## src/rtl/paralelo_serial.sv

```systemverilog
// Byte-to-serial transmitter: MSB-first bit stream, 1 bit/clk, with a comma
// alignment prelude after reset and comma fill whenever no valid data is offered.
module paralelo_serial #(
    parameter logic [7:0] COMMA     = 8'hBC,
    parameter int         NUM_COMMA = 4
) (
    input  logic       clk,
    input  logic       reset,
    input  logic [7:0] Entrada,
    input  logic       validEntrada,
    output logic       Salida,
    output logic       load,
    output logic       activo
);

    // state    | meaning
    // ST_RESET | held in reset, nothing transmitted
    // ST_COMMA | sending the post-reset comma prelude
    // ST_RUN   | data path open, Entrada sampled at each byte boundary
    typedef enum logic [1:0] {
        ST_RESET = 2'd0,
        ST_COMMA = 2'd1,
        ST_RUN   = 2'd2
    } state_t;

    localparam int CW = (NUM_COMMA < 2) ? 1 : $clog2(NUM_COMMA + 1);

    state_t          state_q, state_d;
    logic [2:0]      cnt_q, cnt_d;
    logic [7:0]      sr_q, sr_d;
    logic [CW-1:0]   comma_cnt_q, comma_cnt_d;
    logic            salida_q, salida_d;

    logic            boundary;
    logic            comma_done;
    logic            take_data;
    logic [7:0]      next_byte;
    logic [7:0]      sr_shift;

    always_ff @(posedge clk) begin
        if (reset) begin
            state_q     <= ST_RESET;
            cnt_q       <= 3'd7;
            sr_q        <= 8'h00;
            comma_cnt_q <= '0;
            salida_q    <= 1'b0;
        end else begin
            state_q     <= state_d;
            cnt_q       <= cnt_d;
            sr_q        <= sr_d;
            comma_cnt_q <= comma_cnt_d;
            salida_q    <= salida_d;
        end
    end

    assign boundary   = (cnt_q == 3'd7);
    assign comma_done = (comma_cnt_q == CW'(NUM_COMMA));
    // The last comma boundary already samples Entrada, so RUN data starts with no gap.
    assign take_data  = (state_q == ST_RUN) || ((state_q == ST_COMMA) && comma_done);

    always_comb begin
        state_d = state_q;
        unique case (state_q)
            ST_RESET: state_d = ST_COMMA;
            ST_COMMA: if (boundary && comma_done) state_d = ST_RUN;
            ST_RUN:   state_d = ST_RUN;
            default:  state_d = ST_RESET;
        endcase
    end

    always_comb begin
        comma_cnt_d = comma_cnt_q;
        if (state_q == ST_RESET) begin
            comma_cnt_d = CW'(1);
        end else if ((state_q == ST_COMMA) && boundary && !comma_done) begin
            comma_cnt_d = comma_cnt_q + CW'(1);
        end
    end

    always_comb begin
        next_byte = COMMA;
        if (take_data && validEntrada) next_byte = Entrada;
        sr_shift = sr_q << 1;
        if (boundary) begin
            cnt_d    = 3'd0;
            sr_d     = next_byte;
            salida_d = next_byte[7];
        end else begin
            cnt_d    = cnt_q + 3'd1;
            sr_d     = sr_shift;
            salida_d = sr_shift[7];
        end
    end

    always_comb begin
        load   = boundary && take_data;
        activo = (state_q == ST_RUN);
    end

    assign Salida = salida_q;

endmodule

```

## config.mk

```make
export PLATFORM = sky130hd
export DESIGN_NAME = paralelo_serial
export DESIGN_NICKNAME = d
export VERILOG_FILES = /design/src/rtl/paralelo_serial.sv
export SDC_FILE = /design/constraint.sdc
export NUM_CORES = 1
export LEC_CHECK = 0
export CELL_PAD_IN_SITES_DETAIL_PLACEMENT = 1
export CELL_PAD_IN_SITES_GLOBAL_PLACEMENT = 2
export CORE_ASPECT_RATIO = 1.2
export CORE_MARGIN = 2
export CORE_UTILIZATION = 32
export CTS_CLUSTER_SIZE = 40
export DETAILED_ROUTE_END_ITERATION = 8
export GPL_ROUTABILITY_DRIVEN = 0
export PLACE_DENSITY_LB_ADDON = 0.1
export SETUP_SLACK_MARGIN = 0.02
export SLEW_MARGIN = 10
export SYNTH_ARGS = -nofsm -noshare
export SYNTH_HDL_FRONTEND = slang
export SYNTH_SLANG_ARGS = --single-unit
```

## constraint.sdc

```tcl
create_clock -name clk -period 3.58 [get_ports clk]
set_input_delay 0.358 -clock clk [delete_from_list [all_inputs] [get_ports clk]]
set_output_delay 0.358 -clock clk [all_outputs]
set_load 0.005 [all_outputs]
```

After elaboration in Yosys (flattened, before gate mapping):

Cells that the tools add are included.

* bits in registers: 16
* input port bits: 11
* output and inout bits: 3
* logic and storage cells: 36

* add/subtract/negate cells: 2
* equal/unequal tests: 5
* mux-type cells: 8
* bitwise gates (word level): 2
* reduce and logical (&&, ||, !) cells: 12

Operators with widths (number)
* 8-bit 2-to-1 mux: 1
* 7-bit 2-to-1 mux: 1
* 3-bit by 1-bit adder with 3-bit output, second input constant: 2
* 3-bit equality test, second input constant: 2
* 1-bit logical AND: 6
* 2-bit case mux with 3 select lines: 1
* 1-bit 2-to-1 mux: 3
* 3-bit 2-to-1 mux: 1
* 3-bit OR reduction: 1
* 2-bit by 1-bit equality test with 1-bit output, second input constant: 1
* 2-bit equality test, second input constant: 1
* 2-bit logical NOT: 1
* 2-bit 2-to-1 mux: 1
* 2-bit != test, second input constant: 1
* 1-bit NOT: 2
* 2-bit nonzero test: 1
* 2-bit OR reduction: 1
* 1-bit logical NOT: 1
* 1-bit logical OR: 1

Longest topological paths before layout:

Gate-level depths: netlist (run 1).

* word-level depth: 6
* mapped depth: 6
* depth with buffers taken out: 5

Least setup slack after synthesis (run 1):

No wires, ideal clock.

* kind: register -> output
* start: reg state_q[1]
* end: out load
* arrival: 1.026 ns
* data required time: 3.222 ns
* slack: 2.196 ns
* stages on the path, launching flop included: 5
* path buffers: 0
* cells stage by stage: dfxtp_1 -> inv_1 -> ha_1 -> a31o_2 -> and2_1

* cells in the longest elaborated chain, start to end: 4
* elaborated cells between the ends (all ways): 5
* classes of those cells: eq/ne: 2; reduce/logical: 3

RTL lines
* start, declared: RTL line 28 `state_t state_q, state_d;`
* start signal, assigned: RTL line 48 `state_q <= state_d;`
* 2-bit by 1-bit equality test with 1-bit output: RTL line 59 `assign take_data = (state_q == ST_RUN) || ((state_q == ST_COMMA) && comma_done);`
* 1-bit logical AND: RTL line 59
* 1-bit logical OR *: RTL line 59
* 1-bit logical AND *: RTL line 96 `load = boundary && take_data;`
* end, declared: RTL line 12 `output logic load,`

Mark *: on every way between the ends. The rest lies on a longest branch, timed or not.

Worst setup path in the final report (run 1):

* start: reg cnt_q[0]
* end: out load

* cells in the longest elaborated chain, start to end: 2

RTL lines
* start, declared: RTL line 29 `logic [2:0] cnt_q, cnt_d;`
* start signal, assigned: RTL line 49 `cnt_q <= cnt_d;`
* 3-bit equality test: RTL line 56 `assign boundary = (cnt_q == 3'd7);`
* 1-bit logical AND: RTL line 96

Every way passes these cells.

==> results of run 1 <==
## registers in the layout, summed over array words and instances (netlist names)
| name | cells |
|---|---|
| cnt_q | 3 |
| state_q | 2 |
| Salida | 1 |
| comma_cnt_q | 3 |
| sr_q | 7 |
## routing by layer
metal | vias up | global-route usage [%] | part of all wire (%)
li1 | 295 | - | -
met1 | 271 | 16.5 | 46
met2 | 9 | 18.7 | 48
met3 | 2 | 3.86 | 4.2
met4 | 0 | 6.95 | 0.91
met5 | - | 0 | 0
## metrics by stage
step | hold slack, ns | worst slack (ns) | cells
CTS | 0.451 | 1.24 | 123
finish | 0.449 | 1.27 | 123
detailed placement | 0.438 | 1.57 | 120
floorplan | 0.413 | 2.20 | 79
global placement | 0.426 | 1.58 | 120
global route | 0.476 | 1.12 | 123
## worst max-delay path: cells and delay by family, from the launching register on
kind          cells  cell delay [ns]
flops             1             0.34
simple gates      1             0.25
fa+ha+maj         2             0.57
buf+inv           1             0.51
## cells by family (layout without fill, tap and decap cells)
logic type               after synthesis  in the layout
AND/OR/NAND/NOR                       24             24
AO/OA/AOI/OAI                         16             16
flip-flops                            16             16
buffers and inverters                 14             27
adder cells (fa/ha/maj)                7              7
multiplexers                           2              2
## worst paths after layout
check	from	endpoint	cells after the start
worst max-delay path	cnt_q[0]$_SDFF_PP1_	load	4
worst min-delay path	cnt_q[0]$_SDFF_PP1_	cnt_q[0]$_SDFF_PP1_	1
worst max register to register	cnt_q[0]$_SDFF_PP1_	comma_cnt_q[2]$_SDFFE_PP0P_	5
worst min register to register	cnt_q[0]$_SDFF_PP1_	cnt_q[0]$_SDFF_PP1_	1
## Yosys cell counts
| cell type | count |
|---|---|
| a211oi_1 | 7 |
| a21boi_0 | 1 |
| a21o_1 | 1 |
| a22oi_1 | 1 |
| a311oi_1 | 1 |
| a31o_2 | 1 |
| a32o_1 | 1 |
| and2_1 | 2 |
| and3_1 | 2 |
| and3_4 | 1 |
| buf_2 | 2 |
| clkbuf_1 | 1 |
| dfxtp_1 | 16 |
| ha_1 | 7 |
| inv_1 | 11 |
| mux2i_1 | 2 |
| nand2_1 | 2 |
| nand2b_1 | 4 |
| nand4_1 | 1 |
| nor2_1 | 7 |
| nor2b_1 | 1 |
| nor3_1 | 1 |
| nor4_1 | 1 |
| o21ai_0 | 1 |
| o21bai_1 | 1 |
| o31ai_1 | 1 |
| or2_2 | 1 |
| or3_1 | 1 |
## cell type report
type / instances / area (sq um)
Multi-Input combinational cell: 49 / 362
Tap cell: 31 / 38.8
Inverter: 11 / 41.3
Fill cell: 283 / 1320
Sequential cell: 16 / 320
Clock buffer: 3 / 22.5
Timing Repair Buffer: 13 / 130
## power by group through the flow
| stage | logic [W] | clock network (W) | registers [W] |
|---|---|---|---|
| 3_5_place_dp | 0.000203 | 0 | 0.000239 |
| 3_3_place_gp | 0.000199 | 0 | 0.000238 |
| 6_report | 0.000198 | 0.0000898 | 0.000234 |
| 4_1_cts | 0.000204 | 0.0000964 | 0.000235 |
| 2_1_floorplan | 0.000141 | 0 | 0.000234 |
| 5_1_grt | 0.000227 | 0.000107 | 0.000239 |
==> key figures, run 1 <==
Run status
  – Outcome: finished, final reports clean

STA
  – Slew Limit Headroom: 60.1%
  – # setup viols final: 0
  – Final hold vios: 0
  – Least-Margin Pin Slew: 0.596 ns
  – Fin crit share: 64.5%
  – Fin Setup TNS: 0 ns
  – Post-route minimum period: 2.31 ns
  – Max-slew violations: 0
  – Max Fclk: 0.433 GHz
  – RSZ-0062 raised after global routing: no
  – Skew final: 0.00140 ns

Yosys
  – Xor and xnor area share after synthesis: 0%
  – Netlist cell types: 28
  – Synth Instances: 79
  – Post-synthesis adder-cell area fraction: 11.9%
  – Post-synthesis mux area share: 2.72%
  – Main combinational cell family by area after synthesis: simple AND/OR/NAND/NOR gates
  – Avg Inst Size Synth: 9.33 sq um
  – Syn nets: 97
  – Synth area leader: dfxtp_1
  – Compound-Gate Fraction of Synth Area: 16.6%
  – Register area share after synthesis: 43.5%
  – Synthesized area: 737 sq um
  – YS warnings: 0
  – Simple-gate area share of the yosys netlist: 17.8%
  – Top cell type's share of synthesized area: 43.5%
  – Yosys reg bits: 16
  – Area contributors post-synth: dfxtp_1 43%, ha_1 12%, a211oi_1 7.1%, inv_1 5.6%, nor2_1 3.6%

Setup path
  – CP arrival: 1.95 ns
  – Worst-path cell chain: ha_1 -> ha_1 -> and2_1 -> clkdlybuf4s50_1
  – Path type of the worst setup path: flop to output port
  – Slowest-stage cell, CP: clkdlybuf4s50_1
  – Register-to-register setup slack: 1.83 ns
  – Critical Path RT: 3.22 ns
  – Worst stage delay on the critical path: 0.51 ns
  – Critical path launch point type: flop
  – CP Capture Type: output port
  – Worst Path Max Fanout: 15
  – Top cell by count, worst path: ha_1

Die
  – Full die area: 2700 sq um
  – Num ports: 14
  – CORE AREA: 2230 sq um
  – Die width: 47.8 um
  – Standard-cell rows: 19
  – Die height: 56.6 um
  – Starting Density: 33.0%

Run
  – Max-cap viol count: 0

Cells and area
  – Synth-to-layout area growth: 24.1%
  – Final Instance Area: 915 sq um
  – Inserted Diodes: 0
  – Final Util: 40.9%
  – Final net count: 112
  – Share of cells above drive strength 1: 6.52%
  – Most common cell after layout, fill and taps aside: dfxtp_1
  – Commonest non-fill, non-tap cells in the layout: 16 x dfxtp_1, 13 x clkdlybuf4s50_1, 11 x inv_1

Clock network
  – # hold bufs at CTS: 0
  – CTS tree: built
  – H-tree depth: 1
  – Clock-pin slew on the worst setup and hold paths: 0.09 ns
  – Insertion delay to the later sink of the worst-skew pair: 0.27 ns
  – CTS buffer count: 3
  – Post-CTS Setup Bufs: 0
  – Clk Tree Root Cell: clkbuf_4
  – Clk sinks: 16
  – Clock Tree Buf Depth: 2
  – Post-CTS Resized: 0

Power and ir drop
  – Seq pwr share: 44.8%
  – Net Sw Frac: 32.9%
  – Net Switching: 0.000172 W
  – Final Power: 0.000522 W
  – PwrDens: 571 nW/um^2
  – Worst VDD drop: 0.000336 V
  – Comb pwr share: 38.0%
  – LEAKAGE: 0.367 nW
  – Internal: 0.000350 W
  – Clock power share: 17.2%

Placement
  – Port bufs: 13
  – Dpl cell area: 892 sq um
  – Detail Placement HPWL: 1.12 mm

Global routing
  – Antenna violations before repair: 0
  – Vias in the first global route: 574
  – Grt total ovfl: 0
  – Largest net degree at the start of global routing: 19
  – Gr usage total: 12.9%
  – First-pass GRT wire length: 2.42 mm

Detailed routing
  – DR vias: 577
  – DRT Pass-1 Iters: 3
  – Initial DRC Count: 2
  – Vias per cell: 4.69
  – Total Wirelength: 1.42 mm
  – DR WL/cell: 11.6 um
  – Remaining DRCs: 0
  – Routed Antenna Nets: 0

Hold path
  – Hold Path Class: flop to flop
Power figures use the tool's default switching activity.
==> run 2: changes to the inputs <==
CORE_UTILIZATION = 30   (was 32)
clock period = 2.4 ns   (was 3.58 ns; I/O delays follow)
==> run 2 against run 1 <==
Sequential share of layout area fell by 0.80 points. Sequential cell count unchanged. Core utilization decreased by 0.34 points. Clock skew grew 0.0039 ns. Sequential power grew 50%. Non-clock buffer count grew 1. Routed wire length rose by 5.0%. Final area grew 2.3%. First-iteration DRC count rose to 4.5 times the previous value. Largest power group unchanged. Highest routed layer unchanged.
==> key figures, run 2 (synthesized netlist as in run 1, its figures left out) <==
Setup path
  – Crit path launch: comma_cnt_q[0]$_SDFFE_PP0P_
  – CP arrival: 1.87 ns (-0.08 ns)
  – Worst-path cell chain: inv_1 -> ha_1 -> a31o_2 -> and2_1 -> clkdlybuf4s50_1
  – Slowest-stage cell, CP: clkdlybuf4s50_1
  – Worst Path Max Fanout: 4 (-11)
  – Register-to-register setup slack: 0.81 ns (-1.02 ns)
  – Critical Path RT: 2.16 ns (-1.06 ns)
  – Path type of the worst setup path: flop to output port
  – CP Capture Type: output port
  – Worst stage delay on the critical path: 0.45 ns (-0.06 ns)
  – Worst reg2reg path startpoint: cnt_q[0]$_SDFF_PP1_
  – Critical path launch point type: flop

STA
  – Least-Margin Pin Slew: 0.608 ns (+0.0120 ns)
  – Fin Setup TNS: 0 ns (unchanged)
  – Max-slew violations: 0 (unchanged)
  – Max Fclk: 0.475 GHz
  – Slew Limit Headroom: 59.3% (-0.80 points)
  – Post-route minimum period: 2.11 ns
  – Hold_ws: 0.450 ns (+0.00154 ns)
  – # setup viols final: 0 (unchanged)
  – RSZ-0062 raised after global routing: no
  – Skew final: 0.00526 ns (+0.00385 ns)
  – Final hold vios: 0 (unchanged)
  – Fin crit share: 87.8%

Cells and area
  – Multi-input gate area: 362 sq um (unchanged)
  – Top Registers: sr_q (7), cnt_q (3), comma_cnt_q (3)
  – Register area: 320 sq um (unchanged)
  – Synth-to-layout area growth: 27.0%
  – Number of flip-flops in the largest register: 7 (unchanged)
  – Filler cells: 276 (-2.5%)
  – Inserted Diodes: 0 (unchanged)
  – Biggest register: sr_q
  – Final net count: 113 (+0.89%)
  – Most common cell after layout, fill and taps aside: dfxtp_1
  – Share of cells above drive strength 1: 8.51% (+2.0 points)
  – Commonest non-fill, non-tap cells in the layout: 16 x dfxtp_1, 13 x clkdlybuf4s50_1, 11 x inv_1

Clock network
  – Clock-pin slew on the worst setup and hold paths: 0.10 ns (about the same)
  – H-tree depth: 1 (unchanged)
  – Clock Tree Buf Depth: 2 (unchanged)
  – Clk Tree Root Cell: clkbuf_4
  – CTS tree: built
  – CTS buffer count: 3 (unchanged)
  – # hold bufs at CTS: 0 (unchanged)
  – Post-CTS Resized: 0 (unchanged)
  – Post-CTS Setup Bufs: 0 (unchanged)
  – Clk sinks: 16 (unchanged)
  – Insertion delay to the later sink of the worst-skew pair: 0.29 ns (+0.02 ns)

Hold path
  – Hold Path Class: flop to flop
  – Hold Crit Start: cnt_q[0]$_SDFF_PP1_

Die
  – Standard-cell rows: 19 (unchanged)
  – Num ports: 14 (unchanged)
  – Die width: 49.2 um (+3.0%)
  – Starting Density: 32.0% (-1.0 points)
  – Die height: 58.3 um (+3.0%)
  – Full die area: 2870 sq um (+6.1%)
  – CORE AREA: 2310 sq um (+3.2%)

Run status
  – Outcome: finished, final reports clean

Placement
  – Detail Placement HPWL: 1.15 mm (+2.9%)
  – Port bufs: 13 (unchanged)

Detailed routing
  – Vias per cell: 4.79 (+2.2%)
  – DR vias: 599 (+3.8%)
  – Remaining DRCs: 0 (unchanged)
  – Routed Antenna Nets: 0 (unchanged)
  – DR WL/cell: 11.9 um (+3.3%)
  – Initial DRC Count: 9 (+7)
  – Total Wirelength: 1.49 mm (+5.0%)
  – DRT Pass-1 Iters: 4 (+1)

Global routing
  – Largest net degree at the start of global routing: 19 (unchanged)
  – Antenna violations before repair: 0 (unchanged)
  – Gr usage total: 13.0% (+0.12 points)
  – Grt total ovfl: 0 (unchanged)
  – Vias in the first global route: 622 (+8.4%)
  – First-pass GRT wire length: 2.79 mm (+15%)

Power and ir drop
  – PwrDens: 897 nW/um^2 (+57%)
  – LEAKAGE: 0.380 nW (+3.3%)
  – Worst VDD drop: 0.000541 V (+61%)

Run
  – Max-cap viol count: 0 (unchanged)
## run 2: metrics by stage
stage	utilization, %	worst slack [ns]	area [sq um]	cells	power [W]
5_1_grt	40.6	0.179	936	125	0.000919
3_3_place_gp	39.0	0.619	900	121	0.000667
4_1_cts	40.6	0.276	936	125	0.000856
3_5_place_dp	39.0	0.622	900	121	0.000669
6_report	40.6	0.293	936	125	0.000839
2_1_floorplan	-	1.02	737	79	0.000559
## run 2: layout make-up
cell class	instances	area share (%)
multi-input combinational	49	38.6
sequential	16	34.2
timing repair buffer	14	14.7
inverter	11	4.41
tap	31	4.14
clock buffer	4	3.88
## run 2: worst max-delay path: cells and delay by family (launching register included)
kind	cells	cell delay, ns
AO/OA/AOI/OAI	1	0.26
AND/OR/NAND/NOR	1	0.18
flip-flops	1	0.38
buffers and inverters	2	0.52
adder cells (fa/ha/maj)	1	0.24
## run 2: routing by layer
metal | vias up | wire length [um] | track usage [%]
li1 | 297 | - | -
met2 | 13 | 728 | 21.2
met4 | 0 | 44 | 8.57
met1 | 284 | 665 | 15.1
met3 | 5 | 54 | 3.30
met5 | - | 0 | 0
## run 2: where the power goes
part	internal (W)	switching, W
combinational	0.000150	0.000156
clock	0.0000925	0.0000892
sequential	0.000321	0.0000304
total	0.000564	0.000276
## run 2: final timing paths
check	endpoint	cells after the start
worst max register to register	comma_cnt_q[2]$_SDFFE_PP0P_	5
worst max-delay path	load	5
worst min register to register	cnt_q[0]$_SDFF_PP1_	1
worst min-delay path	cnt_q[0]$_SDFF_PP1_	1
